**config.mk**
```make
export PLATFORM = sky130hd
export DESIGN_NAME = pipelined_mac
export DESIGN_NICKNAME = d
export VERILOG_FILES = /design/src/rtl/pipelined_mac.sv
export SDC_FILE = /design/constraint.sdc
export NUM_CORES = 1
export LEC_CHECK = 0
export CORE_ASPECT_RATIO = 0.5
export CORE_MARGIN = 2
export CORE_UTILIZATION = 50
export DETAILED_ROUTE_END_ITERATION = 12
export PLACE_DENSITY = 0.7
export SYNTH_ARGS = -nofsm -noshare
export SYNTH_HDL_FRONTEND = slang
export SYNTH_SLANG_ARGS = --single-unit
```
**constraint.sdc**
```tcl
create_clock -name clk -period 11.4 [get_ports clk]
set_input_delay 2.28 -clock clk [delete_from_list [all_inputs] [get_ports clk]]
set_output_delay 2.28 -clock clk [all_outputs]
set_load 0.005 [all_outputs]
```
**src/rtl/pipelined_mac.sv**
```systemverilog
// Two-stage multiply-accumulate: stage 1 registers the product, stage 2 accumulates
// with per-beat signed/unsigned mode, optional saturation and a sticky overflow flag.
module pipelined_mac #(
    parameter int WIDTH     = 8,
    parameter int ACC_WIDTH = 2*WIDTH+8,
    parameter int CNT_WIDTH = 8
) (
    input  logic                 clk,
    input  logic                 rst,
    input  logic                 in_valid,
    input  logic [WIDTH-1:0]     a,
    input  logic [WIDTH-1:0]     b,
    input  logic                 tc,
    input  logic                 acc_clr,
    input  logic                 sat_en,
    output logic                 out_valid,
    output logic [ACC_WIDTH-1:0] out,
    output logic                 overflow,
    output logic [CNT_WIDTH-1:0] count
);
    localparam int PW = 2*WIDTH;

    logic [PW-1:0]        w_a_ext, w_b_ext, w_prod;
    logic [PW-1:0]        r_prod;
    logic                 r_tc, r_clr, r_sat;
    logic [1:0]           r_vld_pipe;
    logic [ACC_WIDTH-1:0] r_out;
    logic                 r_ovf;
    logic [CNT_WIDTH-1:0] r_cnt;

    // Operands widened to the product width first, so the low 2*WIDTH bits are exact in both modes
    always_comb begin
        if (tc) begin
            w_a_ext = {{WIDTH{a[WIDTH-1]}}, a};
            w_b_ext = {{WIDTH{b[WIDTH-1]}}, b};
        end else begin
            w_a_ext = {{WIDTH{1'b0}}, a};
            w_b_ext = {{WIDTH{1'b0}}, b};
        end
        w_prod = w_a_ext * w_b_ext;
    end

    always_ff @(posedge clk) begin
        if (rst) begin
            r_vld_pipe <= '0;
        end else begin
            r_vld_pipe <= {r_vld_pipe[0], in_valid};
            if (in_valid) begin
                r_prod <= w_prod;
                r_tc   <= tc;
                r_clr  <= acc_clr;
                r_sat  <= sat_en;
            end
        end
    end

    logic signed [PW-1:0]        w_prod_s;
    logic signed [ACC_WIDTH-1:0] w_ext_s;
    logic [ACC_WIDTH-1:0]        w_ext, w_sat_val, w_acc;
    logic [ACC_WIDTH:0]          w_sum_s, w_sum_u;
    logic                        w_ovf;

    always_comb begin
        w_prod_s = r_prod;
        w_ext_s  = w_prod_s;
        w_ext    = r_tc ? ACC_WIDTH'(w_ext_s) : ACC_WIDTH'(r_prod);
        w_sum_s  = {r_out[ACC_WIDTH-1], r_out} + {w_ext[ACC_WIDTH-1], w_ext};
        w_sum_u  = {1'b0, r_out} + {1'b0, w_ext};
        w_ovf    = r_tc ? (w_sum_s[ACC_WIDTH] ^ w_sum_s[ACC_WIDTH-1]) : w_sum_u[ACC_WIDTH];
        // Clamp direction comes from the true (ACC_WIDTH+1)-bit sign of the signed sum
        if (r_tc)
            w_sat_val = w_sum_s[ACC_WIDTH] ? {1'b1, {(ACC_WIDTH-1){1'b0}}}
                                           : {1'b0, {(ACC_WIDTH-1){1'b1}}};
        else
            w_sat_val = '1;
        w_acc = (w_ovf && r_sat) ? w_sat_val : w_sum_s[ACC_WIDTH-1:0];
    end

    always_ff @(posedge clk) begin
        if (rst) begin
            r_out <= '0;
            r_ovf <= 1'b0;
            r_cnt <= '0;
        end else if (r_vld_pipe[0]) begin
            if (r_clr) begin
                r_out <= w_ext;
                r_ovf <= 1'b0;
                r_cnt <= CNT_WIDTH'(1);
            end else begin
                r_out <= w_acc;
                r_ovf <= r_ovf | w_ovf;
                r_cnt <= (r_cnt == '1) ? r_cnt : r_cnt + CNT_WIDTH'(1);
            end
        end
    end

    assign out_valid = r_vld_pipe[1];
    assign out       = r_out;
    assign overflow  = r_ovf;
    assign count     = r_cnt;
endmodule

```
==> After elaboration in Yosys (flattened, before gate mapping) <==
Cells that the tools add are included.
{ "totals": {"regBits": 54, "latch_bits": 0, "rom_bits": 0, "input_bits": 22, "ramBits": 0, "output_inout_bits": 34, "wordCells": 31, "mem_count": 0} }
{ "classes": {"n_div": 0, "reduce_logical": 3, "n_shift": 0, "mux": 11, "n_eq_ne": 2, "order_cmp": 0, "n_mul": 1, "n_addsub": 3, "n_bitwise": 3} }
{ "ops": {"columns": ["cell", "count"], "rows": [
  ["$mux W24", 5],
  ["$add A24 B24 Y25", 2],
  ["$mux W16", 2],
  ["$mul A16 B16 Y16", 1],
  ["$mux W8", 2],
  ["$add A8 B1 Y8 const B", 1],
  ["$eq A8 B8 Y1 const B", 1],
  ["$reduce_and A2 Y1", 2],
  ["$mux W1", 2],
  ["$ne A2 B2 Y1 const B", 1],
  ["$logic_and A1 B1 Y1", 1],
  ["$not A1 Y1", 1],
  ["$or A1 B1 Y1", 1],
  ["$xor A1 B1 Y1", 1]
]} }

==> Depth between registers and ports, before layout <==
Gate-level depths: netlist of run 1.
{ "depth": {"word_depth": 7, "ltp_mapped": 22, "depth_no_buf": 21} }

==> Least setup slack after synthesis of run 1 <==
Ideal clock, no wire load.
{ "synth_timing": {"path_type": "input -> register", "start": "input port b[2]", "end": "register r_prod[13] (data pin)", "t_arrival_ps": 6931, "n_path_buf": 1, "path_stages": 21, "required_time_ps": 11142, "setup_time_ps": 258, "slack_ps": 4211, "path_cell_list": "clkbuf_1 -> nand2_1 -> xnor2_1 -> and3_1 -> ha_1 -> inv_1 -> fa_1 -> inv_1 -> fa_1 -> inv_1 -> fa_1 -> inv_1 -> fa_1 -> inv_1 -> fa_1 -> inv_1 -> ha_1 -> nor2b_1 -> o21ai_0 -> nor2b_1 -> xnor2_1"} }
{ "synth_between": {"elab_chain_cells": 2} }
{ "synth_rtl": {"columns": ["element", "line_no", "source"], "rows": [
  ["from (decl)", "12", "input logic [WIDTH-1:0] b,"],
  ["$mux W16", "33", "if (tc) begin"],
  ["$mul A16 B16 Y16", "40", "w_prod = w_a_ext * w_b_ext;"],
  ["named net w_prod[13]", "23", "logic [PW-1:0] w_a_ext, w_b_ext, w_prod;"],
  ["to (signal assigned)", "49", "r_prod <= w_prod;"],
  ["to (decl)", "24", "logic [PW-1:0] r_prod;"]
]} }
The timed path passes the listed nets, and every way through them passes these cells.
A chain may end at the register's enable or synchronous reset.

==> Worst setup path after layout of run 1 <==
{ "layout_timing": {"start": "input port tc", "end": "register r_prod[13] (data pin)"} }
{ "layout_between": {"elab_chain_cells": 2, "word_cells_on_any_way": 3, "cone_classes": "mul: 1; mux: 2"} }
{ "layout_rtl": {"columns": ["element", "line_no", "source"], "rows": [
  ["from (decl)", "13", "input logic tc,"],
  ["$mux W16", "33", null],
  ["$mul A16 B16 Y16 *", "40", null],
  ["named net w_prod[13]", "23", null]
]} }
Mark *: on every way through the listed nets, which the timed path passes. The rest lies on a longest branch.

==> metrics.txt, run 1 <==
Leak Pwr 3.55 nW; Worst Min Path Start out[15]; setup slack, reg-to-reg between 7 and 8 ns; TritonCTS Buffers 5; hold-critical path endpoint out[15]; Critical Path AT 7.85 ns; initial antenna violation count 0; reg2reg path depth 12; leading area contributor after synthesis fa_1; fin worst setup slack 3.60 ns; synthesized area 6860 um^2; asr flop ratio synth 0%; Peak Freq between 100 and 150 MHz; Synth area leaders fa_1, ha_1, dfxtp_1; Hold WC Path Type reg2reg; layout cells sized above 1 3.22%; Post-DRT Antenna Nets 0; Initial Util 50.9%; CTS tree done; required time of the worst setup path roughly 11 ns; R2R Path End out[11]; H-tree Lvls 2; Crit Path Max Fanout 19; outcome finished clean; placed insts 976; hold path cells 2; Top FF cell, synth dfxtp_1; maximum vdd ir drop 0.0820 mV; Global Route Usage Sum 20.7%; total congestion overflow 0; Final nets 977; Inserted Diodes 0; # rows 30; 1st-pass router iterations 5; Tmin final 7.80 ns; P per Cell Area 179 nW/um^2; clock sink count 54; Root Driver clkbuf_16; Place WS 3.29 ns; DIE HEIGHT 86.8 um; # IOs 56; DP Wirelength roughly 12,000 um; first-pass GRT wire length 24,600 um; hold-fix buffers at CTS 0; wirelength, routed 14,300 um; core area 13,500 um^2; Final period util 68.4%; reg-to-reg startpoint r_tc; RSZ-0062 raised after global routing false; Horiz. Die Dim 170 um; Worst Tran Pin Value between 0.9 and 1 ns; synth unique cells 61; cells after synthesis between 700 and 800; Max Clock Skew 0.00928 ns; Post-synth EDFFs 19; CP Capture Type flip-flop; drt initial violations 295; die area approximately 15,000 um^2; Final Setup Violations 0; post-route insts no fill approximately 1,000; Placer Congestion 0.872; Port-buffer cells 55; vias per std cell between 5 and 6; Max Slew Vio Count 0; register bit count reported by yosys 54; Setup TNS 0 ns; post-synth net total between 900 and 1,000; MaxCap Viol Count 0; Max clock buf depth 2; sequential fraction of the synthesis area 18.5%; post-CTS resize count 0; synth warn 0; largest net degree at the start of global routing 21; CP startpoint kind input port; Design Power 1.38 mW; Yosys top cell area share 20.1%; vias in the first global route 5,174; Area Growth Syn to Fin 12.2%; Syn Area/Cell 8.96 um^2; Setup Fix Bufs, Post-CTS 0; Via Count around 5,200; worst skew pair latency 0.30 ns; final hold vios 0; WS Path Type in2reg; relative slew slack 33.8%; CTS clk-pin slew, worst paths 0.07 ns; Wirelength per Cell 14.5 um; DRC violations left 0
-- registers in the layout (all words and copies together), names as in the netlist --
| signal | cells |
|---|---|
| r_vld_pipe | 2 |
| count | 8 |
| out | 24 |
| r_sat | 1 |
| overflow | 1 |
| r_tc | 1 |
| r_prod | 16 |
| r_clr | 1 |
-- final cells by class --
cell class              count  area, um^2
clock inverters             2        13.8
inverters                 124         465
clock buffers               6         150
flip-flops and latches     54        1270
well taps                 176         220
fillers                  1214        5780
multi-input cells         567        5030
repair buffers             55         551
-- worst max-delay path, cell delays in order --
cell and delay (ns):
clkdlybuf4s50_1 0.82, nand2_1 0.13, xnor2_1 0.18, and3_1 0.21
ha_1 0.34, inv_1 0.14, fa_1 0.56, inv_1 0.05
fa_1 0.49, inv_1 0.05, fa_1 0.47, inv_1 0.05
fa_1 0.52, inv_1 0.05, fa_1 0.52, inv_1 0.04
ha_1 0.32, nor2b_1 0.14, o21ai_0 0.21, nor2b_1 0.20
xnor2_1 0.07
-- synth_stat cells (3+ instances only) --
cell type,n
xor2_1,15
inv_1,124
and3_1,14
o21bai_1,8
o21ai_0,32
a32oi_1,4
nand2_1,47
a22oi_1,4
o31a_1,3
a21oi_1,37
nor3_1,5
dfxtp_1,35
a211oi_1,9
o21ai_1,8
a21boi_0,3
ha_1,79
a31oi_1,3
a21boi_1,5
and2_1,58
nand3_1,8
o21a_1,5
fa_1,69
xnor2_1,45
nor2b_1,8
a21o_1,13
nand2b_1,7
o22ai_1,4
o211ai_1,6
edfxtp_1,19
nor2_1,33
clkbuf_1,17
-- metrics by stage --
step | util (%) | hold slack (ns) | instance area, um^2
2_1_floorplan | - | 0.459 | 6860
3_3_place_gp | 55.9 | 0.459 | 7540
5_1_grt | 57.1 | 0.508 | 7700
6_report | 57.1 | 0.469 | 7700
3_5_place_dp | 55.9 | 0.464 | 7540
4_1_cts | 57.1 | 0.476 | 7700
-- routing by layer --
metal | wire, um | global-route usage [%] | share of wire [%]
met1 | 7310 | 29.5 | 51
met2 | 6230 | 34.4 | 44
met3 | 661 | 2.79 | 4.6
met4 | 112 | 3.73 | 0.78
met5 | 0 | 0 | 0
-- worst max-delay path by stage --
stage,cells past startpoint,start,slack (ns),to
floorplan,21,b[2],4.21,r_prod[13]
global placement,21,tc,3.47,r_prod[13]
detailed placement,21,tc,3.29,r_prod[13]
CTS,21,tc,3.59,r_prod[13]
global route,21,tc,3.19,r_prod[13]
finish,21,tc,3.60,r_prod[13]
-- report_power, final --
part	total [mW]	leakage [nW]	switching [mW]	internal, mW
Sequential	0.297	0.463	0.0281	0.269
Combinational	0.916	3.01	0.480	0.436
Clock	0.167	0.0824	0.0717	0.0953
-- placed cells by master (no fill, tap or decap), types with 3 or more instances in the layout --
master / instances
inv_1: 124
ha_1: 79
fa_1: 69
and2_1: 58
clkdlybuf4s50_1: 55
nand2_1: 47
xnor2_1: 45
a21oi_1: 37
dfxtp_1: 35
nor2_1: 33
o21ai_0: 32
edfxtp_1: 19
xor2_1: 15
and3_1: 14
a21o_1: 13
a211oi_1: 9
nand3_1: 8
o21bai_1: 8
o21ai_1: 8
nor2b_1: 7
nand2b_1: 7
o211ai_1: 6
clkbuf_16: 6
o21a_1: 5
nor3_1: 5
a21boi_1: 5
a32oi_1: 4
a22oi_1: 4
o22ai_1: 4
a31oi_1: 3
o31a_1: 3
a21boi_0: 3
-- cells by family (layout without fill, tap and decap cells) --
| group | after synthesis | after routing | synth area share [%] |
|---|---|---|---|
| flip-flops | 54 | 54 | 18.5 |
| multiplexers | 2 | 2 | 0.310 |
| AND/OR/NAND/NOR | 192 | 192 | 14.5 |
| adder cells (fa/ha/maj) | 148 | 148 | 34.5 |
| buffers and inverters | 145 | 187 | 8.22 |
| AO/OA/AOI/OAI | 165 | 165 | 16.2 |
| XOR/XNOR | 60 | 60 | 7.66 |
Power figures use the tool's default switching activity.
==> run 2, diff against run 1 <==
Settings changed: PLACE_DENSITY 0.7 to 0.73.
Clock period 11.4 ns to 6.5 ns, I/O delays scaled along.
==> run 2 against run 1 <==
Wire length up 2.1%. Clock power rose by 87%. Clock skew shrank 0.0012 ns. Design area up 4.2%. Utilization is 2.4 points higher. Combinational power is 92% higher.
==> metrics.txt, run 2 (synthesis results as in run 1) <==
1st-pass router iterations 4 (was 5); H-tree Lvls 2 (unchanged); DP Wirelength 12,100 um (was 11,700 um); Wirelength per Cell 14.3 um (was 14.5 um); Final Setup Violations 0 (unchanged); initial antenna violation count 0 (unchanged); leading cell type in the layout, fill and taps excluded inv_1 (unchanged); reg2reg path depth 12 (unchanged); Global Route Usage Sum 21.1% (was 20.7%); fin worst setup slack 0.243 ns (was 3.60 ns); Horiz. Die Dim 170 um (unchanged); wirelength, routed 14,600 um (was 14,300 um); Hold WC Path Type reg2reg (unchanged); Final period util just under 100%; clock sink count 54 (unchanged); worst skew pair latency 0.29 ns (was 0.30 ns); max FFs per register 24 (unchanged); Tmin final 6.26 ns; TritonCTS Buffers 5 (unchanged); largest net degree at the start of global routing 21 (unchanged); CTS tree done (unchanged); P per Cell Area 323 nW/um^2 (was 179 nW/um^2); setup slack, reg-to-reg 2.53 ns (was 7.48 ns); core area 13,500 um^2 (unchanged); Core Util, Final 59.6% (was 57.1%); Inserted Diodes 0 (unchanged); Setup Fix Bufs, Post-CTS 0 (unchanged); drt initial violations 216 (was 295); Place WS -0.173 ns (was 3.29 ns); GRT met2 Usage 36.8% (was 34.4%); final hold vios 0 (unchanged); hold path cells 2 (unchanged); CP Capture Type flip-flop (unchanged); Initial Util 50.9% (unchanged); busiest layer in global routing met2 (unchanged); layout cells sized above 1 8.13% (was 3.22%); Port-buffer cells 55 (unchanged); Via Count 5,350 (was 5,195); Worst Tran Pin Value 0.972 ns (was 0.989 ns); met3 track demand over resource 2.19% (was 2.79%); post-CTS resize count 0 (unchanged); WS Path Type in2reg (unchanged); Crit Path Max Fanout 8 (was 19); Max Clock Skew 0.00809 ns (was 0.00928 ns); outcome finished clean (unchanged); RSZ-0062 raised after global routing false (unchanged); die area 14,700 um^2 (unchanged); MaxCap Viol Count 0 (unchanged); Final nets 1,018 (was 977); hold-fix buffers at CTS 0 (unchanged); commonest non-fill, non-tap cells in the layout inv_1, ha_1, fa_1 (unchanged); relative slew slack 34.9% (was 33.8%); Post-DRT Antenna Nets 0 (unchanged); M1 GR Usage 28.9% (was 29.5%); CTS clk-pin slew, worst paths 0.07 ns (about the same); Max Slew Vio Count 0 (unchanged); Peak Freq 160 MHz; vias per std cell 5.22 (was 5.28); first-pass GRT wire length 25,100 um (was 24,600 um); R2R Path End out[11] (unchanged); WHS 0.471 ns (was 0.469 ns); required time of the worst setup path 6.55 ns (was 11.45 ns); Worst Min Path Start overflow (was out[15]); Placer Congestion 0.885 (was 0.872); # IOs 56 (unchanged); Root Driver clkbuf_16 (unchanged); vias in the first global route 5,364 (was 5,174); reg-to-reg startpoint r_tc (unchanged); DRC violations left 0 (unchanged); Critical Path AT 6.31 ns (was 7.85 ns); maximum vdd ir drop 0.163 mV (was 0.0820 mV); Max clock buf depth 2 (unchanged); worst setup path startpoint b[6] (was tc); Design Power 2.60 mW (was 1.38 mW); total congestion overflow 0 (unchanged); hold-critical path endpoint overflow (was out[15]); DIE HEIGHT 86.8 um (unchanged); Area Growth Syn to Fin 17.0% (was 12.2%); # rows 30 (unchanged); Leak Pwr 3.77 nW (was 3.55 nW); CP startpoint kind input port (unchanged)
[run 2: cell count changes in the layout (fill, tap and decap cells not counted), sizes merged]
cell,delta
dlymetal6s2s,+2
clkbuf,+1
bufinv,+1
clkinv,-1
buf,+41
inv,-1
clkdlybuf4s50,-2
[run 2: cell type report]
class,count,area [um^2]
sequential,54,1270
inverter,124,465
fill,1170,5450
timing repair buffer,96,863
tap,176,220
clock buffer,7,143
clock inverter,1,30.0
multi-input combinational,567,5030
[run 2: worst max-delay path by stage]
stage / to / slack, ns / cells past startpoint
after floorplan: r_prod[13] / 0.29 / 21
after global placement: r_prod[15] / -0.07 / 20
after detailed placement: r_prod[13] / -0.17 / 21
after CTS: r_prod[13] / 0.13 / 21
after global routing: r_prod[15] / 0.007 / 17
final: r_prod[13] / 0.24 / 19
[run 2: worst max-delay path: stages]
cell             delay [ns]
clkdlybuf4s50_1        0.54
and2_1                 0.22
fa_1                   0.55
inv_1                  0.06
fa_1                   0.50
inv_1                  0.06
fa_1                   0.50
inv_1                  0.05
fa_1                   0.47
inv_1                  0.05
fa_1                   0.52
inv_1                  0.05
fa_1                   0.52
inv_1                  0.04
ha_1                   0.29
nor2b_1                0.13
o21ai_1                0.18
nor2b_2                0.18
xnor2_1                0.07
[run 2: through the flow]
step                cells  TNS [ns]  area, um^2
floorplan             766         0        6860
global placement     1017    -0.148        7840
detailed placement   1017    -0.433        7840
CTS                  1025         0        8020
global route         1025         0        8030
finish               1025         0        8030
[run 2: layer usage]
| layer | vias up | routed length, um |
|---|---|---|
| met3 | 12 | 505 |
| met2 | 106 | 6590 |
| met4 | 0 | 176 |
| li1 | 2708 | - |
| met5 | - | 0 |
| met1 | 2524 | 7340 |
[run 2: power by group]
part           internal [mW]  switching (mW)  leakage, nW  total, mW
clock                  0.193           0.120       0.0841      0.313
combinational          0.888           0.873         3.22       1.76
sequential             0.472          0.0497        0.463      0.522
total                   1.55            1.04         3.77       2.60
